### config.mk
export PLATFORM = sky130hd
export DESIGN_NAME = client_tx_framer_flat
export DESIGN_NICKNAME = d
export VERILOG_FILES = /design/src/rtl/client_tx_if.sv /design/src/rtl/client_tx_framer.sv /design/src/flat_wrapper.sv
export SDC_FILE = /design/constraint.sdc
export NUM_CORES = 1
export LEC_CHECK = 0
export BUFFER_PORTS_ARGS = -buffer_cell sky130_fd_sc_hd__buf_2
export CAP_MARGIN = 20
export CORE_MARGIN = 3
export CORE_UTILIZATION = 50
export DETAILED_ROUTE_END_ITERATION = 8
export GPL_ROUTABILITY_DRIVEN = 0
export PLACE_DENSITY = 0.69
export SYNTH_ARGS = -nofsm -noshare
export SYNTH_HDL_FRONTEND = slang
export SYNTH_SLANG_ARGS = --single-unit
### constraint.sdc
create_clock -name clk -period 12 [get_ports clk]
set_input_delay 2.4 -clock clk [delete_from_list [all_inputs] [get_ports clk]]
set_output_delay 2.4 -clock clk [all_outputs]
set_load 0.1 [all_outputs]
### src/rtl/client_tx_if.sv
// client_tx_if: client request/strobe handshake plus the GMII-style byte output of the framer.
interface client_tx_if #(parameter int jumbo_dw = 14);
  logic                req;
  logic [jumbo_dw-1:0] length;
  logic [7:0]          data_out;
  logic                ack;
  logic                strobe;
  logic [7:0]          txd;
  logic                tx_en;
  logic [15:0]         frame_count;
  logic                err_zero_len;
  modport master (output req, length, data_out, input ack, strobe, txd, tx_en, frame_count, err_zero_len);
  modport slave (input req, length, data_out, output ack, strobe, txd, tx_en, frame_count, err_zero_len);
endinterface

### src/rtl/client_tx_framer.sv
// client_tx_framer: pulls client payload via ack/strobe and emits preamble, SFD, payload, pad, CRC-32 FCS, then IFG.
// Defining CLIENT_TX_PAD_EN zero-pads payloads shorter than MIN_PAYLOAD.
module client_tx_framer #(
  parameter int jumbo_dw    = 14,
  parameter int IFG_CYCLES  = 12,
  parameter int MIN_PAYLOAD = 60
) (
  input logic        clk,
  input logic        rst,
  client_tx_if.slave cl_if
);
  typedef enum logic [2:0] {IDLE, ACK, PRE, DATA, PAD, FCS, GAP} state_e;
  state_e              state_q, state_d;
  logic [jumbo_dw-1:0] cnt_q, cnt_d, len_q, len_d;
  logic [7:0]          txd_q, txd_d;
  logic                en_q, en_d;
  logic [31:0]         crc_q, crc_d, fcs;
  logic [15:0]         fc_q, fc_d;
  logic                need_pad;
  function automatic logic [31:0] crc_byte(input logic [31:0] c, input logic [7:0] b);
    logic [31:0] r;
    r = c ^ {24'd0, b};
    for (int i = 0; i < 8; i++) r = r[0] ? (r >> 1) ^ 32'hEDB88320 : r >> 1;
    return r;
  endfunction
`ifdef CLIENT_TX_PAD_EN
  assign need_pad = len_q < jumbo_dw'(MIN_PAYLOAD);
`else
  assign need_pad = 1'b0;
`endif
  assign fcs = ~crc_q;
  always_comb begin
    state_d = state_q;
    cnt_d   = cnt_q + 1'b1;
    len_d   = len_q;
    case (state_q)
      IDLE: begin
        cnt_d = '0;
        if (cl_if.req) begin
          state_d = ACK;
          len_d   = cl_if.length;
        end
      end
      ACK: begin
        cnt_d   = '0;
        state_d = (len_q == '0) ? IDLE : PRE;
      end
      PRE: if (cnt_q == jumbo_dw'(7)) begin
        state_d = DATA;
        cnt_d   = '0;
      end
      // cnt keeps running from DATA into PAD so PAD ends on the total byte count
      DATA: if (cnt_q == len_q - 1'b1) begin
        state_d = need_pad ? PAD : FCS;
        cnt_d   = need_pad ? cnt_q + 1'b1 : '0;
      end
      PAD: if (cnt_q == jumbo_dw'(MIN_PAYLOAD - 1)) begin
        state_d = FCS;
        cnt_d   = '0;
      end
      FCS: if (cnt_q == jumbo_dw'(3)) begin
        state_d = GAP;
        cnt_d   = '0;
      end
      GAP: if (cnt_q == jumbo_dw'(IFG_CYCLES - 1)) begin
        state_d = IDLE;
        cnt_d   = '0;
      end
      default: state_d = IDLE;
    endcase
    en_d  = state_d inside {PRE, DATA, PAD, FCS};
    txd_d = state_d == PRE  ? (cnt_d == jumbo_dw'(7) ? 8'hD5 : 8'h55) :
            state_d == DATA ? cl_if.data_out :
            state_d == FCS  ? fcs[{cnt_d[1:0], 3'b000} +: 8] : 8'h00;
    crc_d = state_d inside {DATA, PAD} ? crc_byte(crc_q, txd_d) : state_d == FCS ? crc_q : '1;
    fc_d  = fc_q + {15'd0, state_q == FCS && cnt_q == jumbo_dw'(3)};
  end
  always_ff @(posedge clk) begin
    if (rst) begin
      state_q <= IDLE;
      cnt_q   <= '0;
      len_q   <= '0;
      txd_q   <= '0;
      en_q    <= 1'b0;
      crc_q   <= '1;
      fc_q    <= '0;
    end else begin
      state_q <= state_d;
      cnt_q   <= cnt_d;
      len_q   <= len_d;
      txd_q   <= txd_d;
      en_q    <= en_d;
      crc_q   <= crc_d;
      fc_q    <= fc_d;
    end
  end
  // strobe leads the matching txd byte by two cycles: last two PRE cycles, then all but the final two DATA cycles
  assign cl_if.strobe = (state_q == PRE && (cnt_q == jumbo_dw'(6) || (cnt_q == jumbo_dw'(7) && len_q > jumbo_dw'(1)))) ||
                        (state_q == DATA && ({1'b0, cnt_q} + (jumbo_dw + 1)'(2)) < {1'b0, len_q});
  assign cl_if.ack          = state_q == ACK;
  assign cl_if.err_zero_len = state_q == ACK && len_q == '0;
  assign cl_if.txd          = txd_q;
  assign cl_if.tx_en        = en_q;
  assign cl_if.frame_count  = fc_q;
endmodule
### src/flat_wrapper.sv
// flat-port wrapper written by rule: the top's interface ports become plain ports
module client_tx_framer_flat 
#(
  parameter int jumbo_dw    = 14,
  parameter int IFG_CYCLES  = 12,
  parameter int MIN_PAYLOAD = 60
)
  (clk, rst, cl_if_req, cl_if_length, cl_if_data_out, cl_if_ack, cl_if_strobe, cl_if_txd, cl_if_tx_en, cl_if_frame_count, cl_if_err_zero_len);
  client_tx_if #(.jumbo_dw(jumbo_dw)) cl_if_i ();
  input logic clk;
  input logic rst;
  input wire logic [$bits(cl_if_i.req)-1:0] cl_if_req;
  input wire logic [$bits(cl_if_i.length)-1:0] cl_if_length;
  input wire logic [$bits(cl_if_i.data_out)-1:0] cl_if_data_out;
  output wire logic [$bits(cl_if_i.ack)-1:0] cl_if_ack;
  output wire logic [$bits(cl_if_i.strobe)-1:0] cl_if_strobe;
  output wire logic [$bits(cl_if_i.txd)-1:0] cl_if_txd;
  output wire logic [$bits(cl_if_i.tx_en)-1:0] cl_if_tx_en;
  output wire logic [$bits(cl_if_i.frame_count)-1:0] cl_if_frame_count;
  output wire logic [$bits(cl_if_i.err_zero_len)-1:0] cl_if_err_zero_len;
  assign cl_if_i.req = cl_if_req;
  assign cl_if_i.length = cl_if_length;
  assign cl_if_i.data_out = cl_if_data_out;
  assign cl_if_ack = cl_if_i.ack;
  assign cl_if_strobe = cl_if_i.strobe;
  assign cl_if_txd = cl_if_i.txd;
  assign cl_if_tx_en = cl_if_i.tx_en;
  assign cl_if_frame_count = cl_if_i.frame_count;
  assign cl_if_err_zero_len = cl_if_i.err_zero_len;
  client_tx_framer #(.jumbo_dw(jumbo_dw), .IFG_CYCLES(IFG_CYCLES), .MIN_PAYLOAD(MIN_PAYLOAD)) u_core (.clk(clk), .rst(rst), .cl_if(cl_if_i));
endmodule
==> metrics.md, run 1 <==
| Metric | Value |
|---|---|
| Worst reg2reg endpoint | u_core.crc_q[22]$_SDFFE_PP1P_ |
| Top cells by area, synth | dfxtp_1, xnor2_1, a21oi_1 |
| Post_cts resized | 0 |
| Static leakage | around 2.5 nW |
| Antenna viol nets, final | 0 |
| Top Family by Delay on Critical Path | compound AO/OA/AOI/OAI gates |
| Sequential share of power | 34.1% |
| Mapped Cells | ~730 |
| Num CTS Buffers | 9 |
| Max_cap viols | 0 |
| Fmax | around 0.16 GHz |
| Die Width | 116 um |
| Total Wirelength | 15.3 mm |
| Core area | around 12000 sq um |
| Worst r2r src | u_core.cnt_q[0]$_SDFF_PP0_ |
| Fin crit share | 51.1% |
| CP endpoint kind | output pin |
| GRT Util Overall | 23.4% |
| Count leader, synth | dfxtp_1 |
| Post-synth EDFFs | 0 |
| Tmin final | 6.14 ns |
| Synth cell types | 83 |
| Clock Skews | just under 0.008 ns |
| CP startpoint | u_core.cnt_q[2]$_SDFF_PP0_ |
| Yosys warning count | 0 |
| Gate power share | between 30% and 40% |
| Die area | roughly 13000 sq um |
| Top FF cell, synth | dfxtp_1 |
| Finished Layout Cells | between 800 and 900 |
| WL per Instance | around 17 um |
| Worst Path Buf+Inv | 1 |
| Crit-path cells | ha_1 -> xor2_1 -> ha_1 -> o21a_1 -> o21a_1 -> o21a_1 -> o21a_1 -> o21a_1 -> o21a_1 -> o21a_1 -> o211ai_1 -> a21boi_0 -> o31ai_1 -> buf_2 |
| Sw frac | 34.6% |
| Cell Rows | 39 |
| Synthesized area per cell | 8.23 sq um |
| Slowest stage delay, CP | approximately 0.57 ns |
| Clock-pin slew on the worst setup and hold paths | around 0.070 ns |
| Layout cells sized above 1 | roughly 15% |
| Clk sinks | 88 |
| Placed cell count | roughly 880 |
| PwrDens | 146 nW/um^2 |
| Wire length of the first global-routing pass | approximately 25 mm |
| Total net switching power | between 0.3 and 0.4 mW |
| WHS Endpoint | u_core.cl_if.frame_count[7]$_SDFF_PP0_ |
| Setup repair bufs after CTS | 0 |
| Clock power share | a little under a third |
| Setup CP Type | reg -> out |
| Via density | between 5 and 6 |
| Post-DP HPWL | 11.1 mm |
| Root buf cell | clkbuf_16 |
| 1st-pass router iterations | 5 |
| Slowest CP cell | dfxtp_1 |
| Io pins | 53 |
| WHS Path Cells | 2 |
| DR DRC count | 0 |
| Top cells by count, synth | dfxtp_1, nor2_1, xnor2_1 |
| Worst-path maximum fanout | 12 |
| Pint | ~0.63 mW |
| Final nets | 797 |
| CTS tree | built |
| Post-synth top area cell | dfxtp_1 |
| Post-synth ARST share | 0% |
| Worst VDD drop | roughly 0.00009 V |
| Iteration-0 DRC Markers | 390 |
| Post-Syn Area | between 6000 and 7000 sq um |
| R2R cell count | 13 |
| Seq/Total Area, Yosys | ~29% |
| Pin count of the biggest net entering global routing | 63 |
| Initial Util | about 52% |
| Hold_sp | u_core.cl_if.frame_count[7]$_SDFF_PP0_ |
| Max-slew headroom | 29.8% |
| Final Max Slew Viols | 0 |
| Diodes inserted | 0 |
| IO Port Bufs | 52 |
| Post-synth top area share | 29.2% |
| Worst-Skew Late Latency | roughly 0.35 ns |
| Worst Tran Pin Value | between 1 and 1.5 ns |
| Status | complete, no violations |
| Initial antenna violation count | 0 |
| Final setup viols | 0 |
| CTS Hold Bufs | 0 |
| CP required | 9.60 ns |
| Hold WC Path Type | reg -> reg |
| Hold WS | approximately 0.51 ns |
| Setup TNS | 0 ns |
| CP Launch Type | flop |
| Clk buf depth | 2 |
| Post-Syn Nets | slightly below 800 |
| Layout Area Growth over Synthesis | 9.58% |
| Via count | approximately 5300 |
| Seq cells post-synth | between 80 and 90 |
| Final Hold Vio Count | 0 |
| R2R Setup Slk | 7.06 ns |
| Total congestion overflow | 0 |
| RSZ-0062 raised after global routing | no |
| Number of global-route vias before repair | 5196 |
| Die H | about 120 um |
| Crit path DAT | 3.74 ns |
| H-tree depth | 3 |
| Most used cell, CP | o21a_1 |
-- registers in the layout, summed over array words and instances (netlist names) --
register	cells
u_core.crc_q	32
u_core.cl_if.frame_count	16
u_core.cnt_q	14
u_core.len_q	14
u_core.cl_if.txd	8
u_core.state_q	3
u_core.cl_if.tx_en	1
-- layer usage --
layer  vias to the layer above  wire (um)  track usage, %
li1                       2594          -               -
met3                        27        688            5.38
met5                         -          0               0
met2                       126       7590            40.4
met4                         0        277            6.65
met1                      2543       6720            29.2
-- power by group through the flow --
| stage | sequential, mW | clock, mW | combinational [mW] |
|---|---|---|---|
| 2_1_floorplan | 0.343 | 0 | 0.265 |
| 3_3_place_gp | 0.334 | 0 | 0.326 |
| 3_5_place_dp | 0.334 | 0 | 0.331 |
| 4_1_cts | 0.328 | 0.303 | 0.336 |
| 5_1_grt | 0.331 | 0.320 | 0.362 |
| 6_report | 0.329 | 0.299 | 0.336 |
-- layout by cell type (no fill, tap or decap), types with 3 or more instances in the layout --
| cell type | n |
|---|---|
| a211o_1 | 3 |
| inv_1 | 22 |
| clkbuf_16 | 9 |
| xor2_1 | 36 |
| a21boi_0 | 4 |
| a211oi_1 | 3 |
| or4_1 | 5 |
| buf_2 | 52 |
| clkbuf_8 | 3 |
| xnor2_2 | 5 |
| o31ai_4 | 5 |
| nor4_1 | 10 |
| o21ai_1 | 6 |
| nor2_1 | 75 |
| o22ai_1 | 19 |
| o21a_1 | 9 |
| o21ba_2 | 3 |
| or3_1 | 7 |
| nand3_1 | 18 |
| mux2i_1 | 7 |
| nand3b_1 | 3 |
| nor3_1 | 12 |
| buf_4 | 4 |
| ha_1 | 21 |
| dfxtp_1 | 88 |
| nand2_1 | 68 |
| nor3b_1 | 4 |
| nand2b_1 | 19 |
| xnor2_1 | 71 |
| o21ai_0 | 10 |
| nor4_2 | 3 |
| nand4_1 | 13 |
| nor2b_1 | 7 |
| and3_1 | 10 |
| a21oi_1 | 63 |
-- cell families after synthesis --
| family | share of synthesized area (%) |
|---|---|
| adder cells (fa/ha/maj) | 4.36 |
| buffers and inverters | 4.96 |
| AND/OR/NAND/NOR | 23.6 |
| AO/OA/AOI/OAI | 18.0 |
| multiplexers | 1.76 |
| flip-flops | 29.2 |
| XOR/XNOR | 18.1 |
-- worst register-to-register path: stages (launching register included) --
cell      delay [ns]
dfxtp_1         0.73
ha_1            0.44
or4bb_1         0.50
nor4_1          0.34
o21ai_0         0.15
a2111o_1        0.55
nor4_4          0.42
nor3b_2         0.18
a32o_1          0.31
a22oi_4         0.43
xor2_2          0.17
xnor2_1         0.30
xor2_1          0.19
a21oi_1         0.09
-- how the worst max path moves through the flow --
stage | end | slack (ns) | depth (start not counted)
floorplan | cl_if_err_zero_len | 4.85 | 6
global placement | cl_if_strobe | 6.37 | 14
detailed placement | cl_if_strobe | 6.26 | 14
CTS | cl_if_strobe | 5.85 | 14
global route | cl_if_strobe | 5.64 | 14
finish | cl_if_strobe | 5.86 | 14
-- layout make-up --
class	instances	area, sq um
tap	143	179
fill	1094	5000
timing repair buffer	56	290
sequential	88	1760
inverter	24	90.1
multi-input combinational	572	3970
clock buffer	13	270
clock inverter	3	47.5
-- metrics by stage --
stage,instance area (sq um),util [%],setup WS [ns],total power [mW]
after floorplan,6030,-,4.85,0.608
after CTS,6610,56.9,5.85,0.967
after global routing,6610,56.9,5.64,1.01
final,6610,56.9,5.86,0.964
after global placement,6290,54.2,6.37,0.660
after detailed placement,6290,54.2,6.26,0.665
Power figures use the tool's default switching activity.
==> inputs of run 2 (changes only) <==
==> constraint.sdc (replaced) <==
create_clock -name clk -period 5.7 [get_ports clk]
set_input_delay 1.14 -clock clk [delete_from_list [all_inputs] [get_ports clk]]
set_output_delay 1.14 -clock clk [all_outputs]
set_load 0.1 [all_outputs]
==> run 2 against run 1 <==
Effect of this change:
- first-iteration DRC count is 10% lower
- non-clock buffer count is 1 lower
- sequential share of layout area is 0.17 points higher
- worst hold slack improved by 0.0034 ns
- critical path type unchanged
- sequential power grew 110%
- final area decreased by 0.62%
- register-to-register slack lost 6.0 ns
==> metrics.md, run 2 (same netlist as run 1, synthesis figures left out) <==
| Metric | Value |
|---|---|
| Status | complete, no violations |
| Max reg flops | 32 |
| Final nets | slightly below 800 |
| Fmax | roughly 0.20 GHz |
| Total net switching power | about 0.69 mW |
| Final Max Slew Viols | 0 |
| Via density | 5.84 |
| Fill cells | approximately 1100 |
| Biggest register | u_core.crc_q |
| GRT busiest layer | met2 |
| Worst r2r src | u_core.cnt_q[0]$_SDFF_PP0_ |
| Antenna viol nets, final | 0 |
| Total Wirelength | 14.7 mm |
| Number of global-route vias before repair | 4979 |
| Setup CP Type | reg -> out |
| DR DRC count | 0 |
| Total congestion overflow | 0 |
| Clk sinks | just under 90 |
| Core area | about 12000 sq um |
| Wire length of the first global-routing pass | about 24 mm |
| Crit path DAT | approximately 3.8 ns |
| Max-slew headroom | 28.6% |
| CP Launch Type | flop |
| Layout cells sized above 1 | ~15% |
| Via count | between 5000 and 6000 |
| CTS Hold Bufs | 0 |
| Dpl ws | approximately 1.1 ns |
| Die Width | approximately 120 um |
| Fin crit share | a little under nine tenths |
| Dpl cell area | approximately 6300 sq um |
| Top Family by Delay on Critical Path | compound AO/OA/AOI/OAI gates |
| PwrDens | approximately 300 nW/um^2 |
| Most common cell after layout, fill and taps aside | dfxtp_1 |
| GRT Util Overall | a little under a quarter |
| Clock power share | 28.0% |
| Global Route met3 Usage | a little under 5% |
| Pin count of the biggest net entering global routing | 63 |
| Hold_sp | u_core.len_q[1]$_SDFFE_PP0P_ |
| CP required | approximately 4.6 ns |
| Hold WS | around 0.51 ns |
| Gate power share | between 30% and 40% |
| Finished Layout Cells | about 900 |
| Die area | between 10000 and 15000 sq um |
| Util after Layout | between 50 and 60% |
| Tmin final | about 4.9 ns |
| RSZ-0062 raised after global routing | no |
| CP endpoint kind | output pin |
| Worst-path maximum fanout | 12 |
| Io pins | 53 |
| Hold WC Path Type | reg -> reg |
| 1st-pass router iterations | 5 |
| Power Total | ~1.9 mW |
| Iteration-0 DRC Markers | between 300 and 400 |
| Clock-pin slew on the worst setup and hold paths | 0.06 ns |
| Num CTS Buffers | 9 |
| Final setup viols | 0 |
| Most frequent cells in the layout | dfxtp_1, nor2_1, xnor2_1 |
| IO Port Bufs | 52 |
| Post_cts resized | 0 |
| Post-DP HPWL | 10.9 mm |
| Met2 Track Usage GR | a little under two fifths |
| Initial antenna violation count | 0 |
| Die H | 116 um |
| Pint | 1.26 mW |
| Worst Tran Pin Value | roughly 1.1 ns |
| Final Hold Vio Count | 0 |
| CP startpoint | u_core.cnt_q[2]$_SDFF_PP0_ |
| Sequential share of power | 35.6% |
| Clk buf depth | 2 |
| Worst VDD drop | 0.000262 V |
| Static leakage | between 2 and 2.5 nW |
| Layout Area Growth over Synthesis | 8.90% |
| Root buf cell | clkbuf_16 |
| Worst Path Buf+Inv | 1 |
| Sw frac | 35.5% |
| Final WS setup | approximately 0.81 ns |
| Most used cell, CP | o21a_1 |
| CTS tree | built |
| Met1 usage | 28.9% |
| Clock Skews | 0.00892 ns |
| WL per Instance | about 16 um |
| Slowest CP cell | dfxtp_1 |
| Diodes inserted | 0 |
| Placed cell count | 882 |
| Max_cap viols | 0 |
| Slowest stage delay, CP | between 0.5 and 0.6 ns |
| H-tree depth | 3 |
| Initial Util | 52.0% |
| Setup repair bufs after CTS | 0 |
| Cell Rows | 39 |
| Crit-path cells | ha_1 -> xor2_1 -> ha_1 -> o21a_1 -> o21a_1 -> o21a_1 -> o21a_1 -> o21a_1 -> o21a_1 -> o21a_1 -> o211ai_1 -> a21boi_0 -> o31ai_2 -> buf_2 |
| Worst-Skew Late Latency | around 0.34 ns |
| Setup TNS | 0 ns |
| Post-route cell area | around 6600 sq um |
run 2: cell types whose count changed in the layout (fill, tap and decap cells not counted):
cell,before,now
buf_4,4,3
clkbuf_8,3,1
o31ai_1,1,0
clkinvlp_4,0,1
nor4b_1,1,0
nor4b_2,0,1
o31ai_2,0,1
bufinv_16,1,0
clkinv_2,0,1
run 2: final timing paths:
kind                                   end  slack (ns)  cells after the start
max                           cl_if_strobe        0.81                     14
min           u_core.len_q[1]$_SDFFE_PP0P_        0.51                      2
max reg2reg  u_core.crc_q[19]$_SDFFE_PP1P_        1.04                     13
min reg2reg   u_core.len_q[1]$_SDFFE_PP0P_        0.51                      2
run 2: worst register-to-register path, cell delays in order (launching register included):
cell and delay (ns):
dfxtp_1 0.65, ha_1 0.39, or4bb_1 0.50, nor4_1 0.28
o21ai_0 0.13, a2111o_1 0.51, nor4_4 0.39, nor3b_2 0.16
a32o_1 0.31, a22oi_4 0.42, xor2_2 0.28, xnor2_1 0.21
xor2_1 0.19, a21oi_1 0.08
run 2: layout make-up:
type / count / area [sq um] / area share [%]
inverter: 24 / 90.1 / 1.37
clock inverter: 4 / 30.0 / 0.457
clock buffer: 11 / 243 / 3.69
multi-input combinational: 572 / 3980 / 60.6
tap: 143 / 179 / 2.72
timing repair buffer: 55 / 283 / 4.30
sequential: 88 / 1760 / 26.8
run 2: routing by layer:
layer / up-vias / wire length [um]
met4: 0 / 328
met3: 24 / 633
met1: 2499 / 6570
met5: - / 0
li1: 2584 / -
met2: 128 / 7140
run 2: power groups by stage:
| stage | combinational [mW] | sequential [mW] | clock (mW) |
|---|---|---|---|
| 5_1_grt | 0.766 | 0.697 | 0.587 |
| 3_3_place_gp | 0.687 | 0.703 | 0 |
| 2_1_floorplan | 0.559 | 0.723 | 0 |
| 4_1_cts | 0.703 | 0.691 | 0.561 |
| 3_5_place_dp | 0.696 | 0.704 | 0 |
| 6_report | 0.708 | 0.692 | 0.546 |
==> inputs of run 3 (changes only) <==
--- a/config.mk
+++ b/config.mk
@@ -5,13 +5,12 @@
 export SDC_FILE = /design/constraint.sdc
 export NUM_CORES = 1
 export LEC_CHECK = 0
-export BUFFER_PORTS_ARGS = -buffer_cell sky130_fd_sc_hd__buf_2
 export CAP_MARGIN = 20
 export CORE_MARGIN = 3
 export CORE_UTILIZATION = 50
 export DETAILED_ROUTE_END_ITERATION = 8
+export DONT_BUFFER_PORTS = 1
 export GPL_ROUTABILITY_DRIVEN = 0
-export PLACE_DENSITY = 0.69
 export SYNTH_ARGS = -nofsm -noshare
 export SYNTH_HDL_FRONTEND = slang
 export SYNTH_SLANG_ARGS = --single-unit
==> run 3 against run 2 <==
Effect of this change:
- sequential share of layout area rose by 0.57 points
- highest routed layer unchanged
- critical endpoint unchanged
- critical path type unchanged
- final area is 2.1% lower
- worst hold slack improved by 0.0041 ns
==> metrics.md, run 3 (same netlist as run 1, synthesis figures left out) <==
| Metric | Value |
|---|---|
| Number of global-route vias before repair | 4927 |
| IO Port Bufs | 0 |
| Most common cell after layout, fill and taps aside | dfxtp_1 |
| DR DRC count | 0 |
| Core area | around 12000 sq um |
| Worst VDD drop | 0.000177 V |
| Iteration-0 DRC Markers | 304 |
| Hold WC Path Type | reg -> reg |
| Die area | 13400 sq um |
| Initial Util | between 50% and 60% |
| Fin crit share | 84.4% |
| Wire length of the first global-routing pass | between 20 and 25 mm |
| Num CTS Buffers | 9 |
| 1st-pass router iterations | 5 |
| Clk sinks | 88 |
| Power Total | about 2 mW |
| Worst-path maximum fanout | 12 |
| Layout Area Growth over Synthesis | 6.62% |
| Via count | 5081 |
| Clock-pin slew on the worst setup and hold paths | ~0.070 ns |
| Placed cell count | roughly 830 |
| Clock Skews | approximately 0.0095 ns |
| Max_cap viols | 0 |
| RSZ-0062 raised after global routing | no |
| Max-slew headroom | about a quarter |
| Total Wirelength | between 15 and 20 mm |
| Cell Rows | 39 |
| Biggest register | u_core.crc_q |
| Io pins | 53 |
| WL per Instance | approximately 18 um |
| Max reg flops | 32 |
| Setup CP Type | reg -> out |
| Crit path DAT | between 3 and 4 ns |
| Final Max Slew Viols | 0 |
| Worst-Skew Late Latency | ~0.36 ns |
| Util after Layout | 55.4% |
| Post-DP HPWL | 11.4 mm |
| Via density | around 6 |
| Layout cells sized above 1 | 9.21% |
| CTS tree | built |
| Root buf cell | clkbuf_16 |
| Status | complete, no violations |
| Setup repair bufs after CTS | 0 |
| Clk buf depth | 2 |
| H-tree depth | 3 |
| Most frequent cells in the layout | dfxtp_1, nor2_1, xnor2_1 |
| Final Hold Vio Count | 0 |
| GRT Util Overall | between 20% and 30% |
| Initial antenna violation count | 0 |
| Die H | 116 um |
| Static leakage | ~2.2 nW |
| Final setup viols | 0 |
| Tmin final | approximately 4.8 ns |
| Final nets | 747 |
| Finished Layout Cells | roughly 850 |
| CP Launch Type | flop |
| Fill cells | ~1100 |
| Dpl ws | 1.03 ns |
| Antenna viol nets, final | 0 |
| Die Width | 116 um |
| CP endpoint kind | output pin |
| CP required | 4.56 ns |
| PwrDens | approximately 320 nW/um^2 |
| Pin count of the biggest net entering global routing | 63 |
| Total congestion overflow | 0 |
| Post_cts resized | 0 |
| Setup TNS | 0 ns |
| CTS Hold Bufs | 0 |
| Fmax | 0.208 GHz |
| Worst Tran Pin Value | around 1.1 ns |
| Diodes inserted | 0 |
| Final WS setup | slightly below 0.9 ns |
run 3: cell count changes in the layout (fill, tap and decap cells not counted), moves of 2 or more:
| cell | change |
|---|---|
| buf_2 | -52 |
| buf_4 | +2 |
| bufinv_16 | +2 |
| clkinvlp_4 | +2 |
run 3: report_power, final:
group	internal (mW)	total [mW]	switching, mW	leakage, nW
clock network	0.397	0.661	0.264	0.151
logic	0.297	0.657	0.360	1.37
registers	0.647	0.733	0.0854	0.714
run 3: path summary, 6_finish.rpt:
path / endpoint / cells past startpoint / slack [ns] / startpoint
hold / removal: u_core.len_q[1]$_SDFFE_PP0P_ / 2 / 0.52 / u_core.len_q[1]$_SDFFE_PP0P_
setup reg to reg: u_core.crc_q[4]$_SDFFE_PP1P_ / 13 / 0.99 / u_core.cnt_q[0]$_SDFF_PP0_
setup / recovery: cl_if_strobe / 14 / 0.89 / u_core.cnt_q[2]$_SDFF_PP0_
hold reg to reg: u_core.len_q[1]$_SDFFE_PP0P_ / 2 / 0.52 / u_core.len_q[1]$_SDFFE_PP0P_
run 3: layout make-up:
type                       instances  area [sq um]  area share, %
timing repair buffer               6          65.1           1.01
clock inverter                     6          91.3           1.42
clock buffer                      10           239           3.72
inverter                          24          90.1           1.40
tap                              143           179           2.78
sequential                        88          1760           27.4
multi-input combinational        572          4010           62.3
run 3: critical path, cell delays in order, from the launching register on:
cell and delay [ns]:
dfxtp_1 0.57, ha_1 0.40, xor2_1 0.18, ha_1 0.25
o21a_1 0.11, o21a_1 0.16, o21a_1 0.16, o21a_1 0.16
o21a_1 0.16, o21a_1 0.16, o21a_1 0.18, o211ai_1 0.16
a21boi_0 0.15, o31ai_4 0.18, buf_4 0.32
run 3: stage by stage:
stage               hold slack [ns]  instance area [sq um]
floorplan                     0.471                   6040
global placement              0.483                   6100
detailed placement            0.498                   6100
CTS                           0.517                   6430
global route                  0.548                   6430
finish                        0.516                   6430
run 3: layer usage:
metal	part of all wire, %	vias to the layer above	global-route usage [%]
li1	-	2501	-
met1	43	2436	28.2
met2	50	120	40.8
met3	4.4	24	4.86
met4	2.0	0	8.82
met5	0	-	0
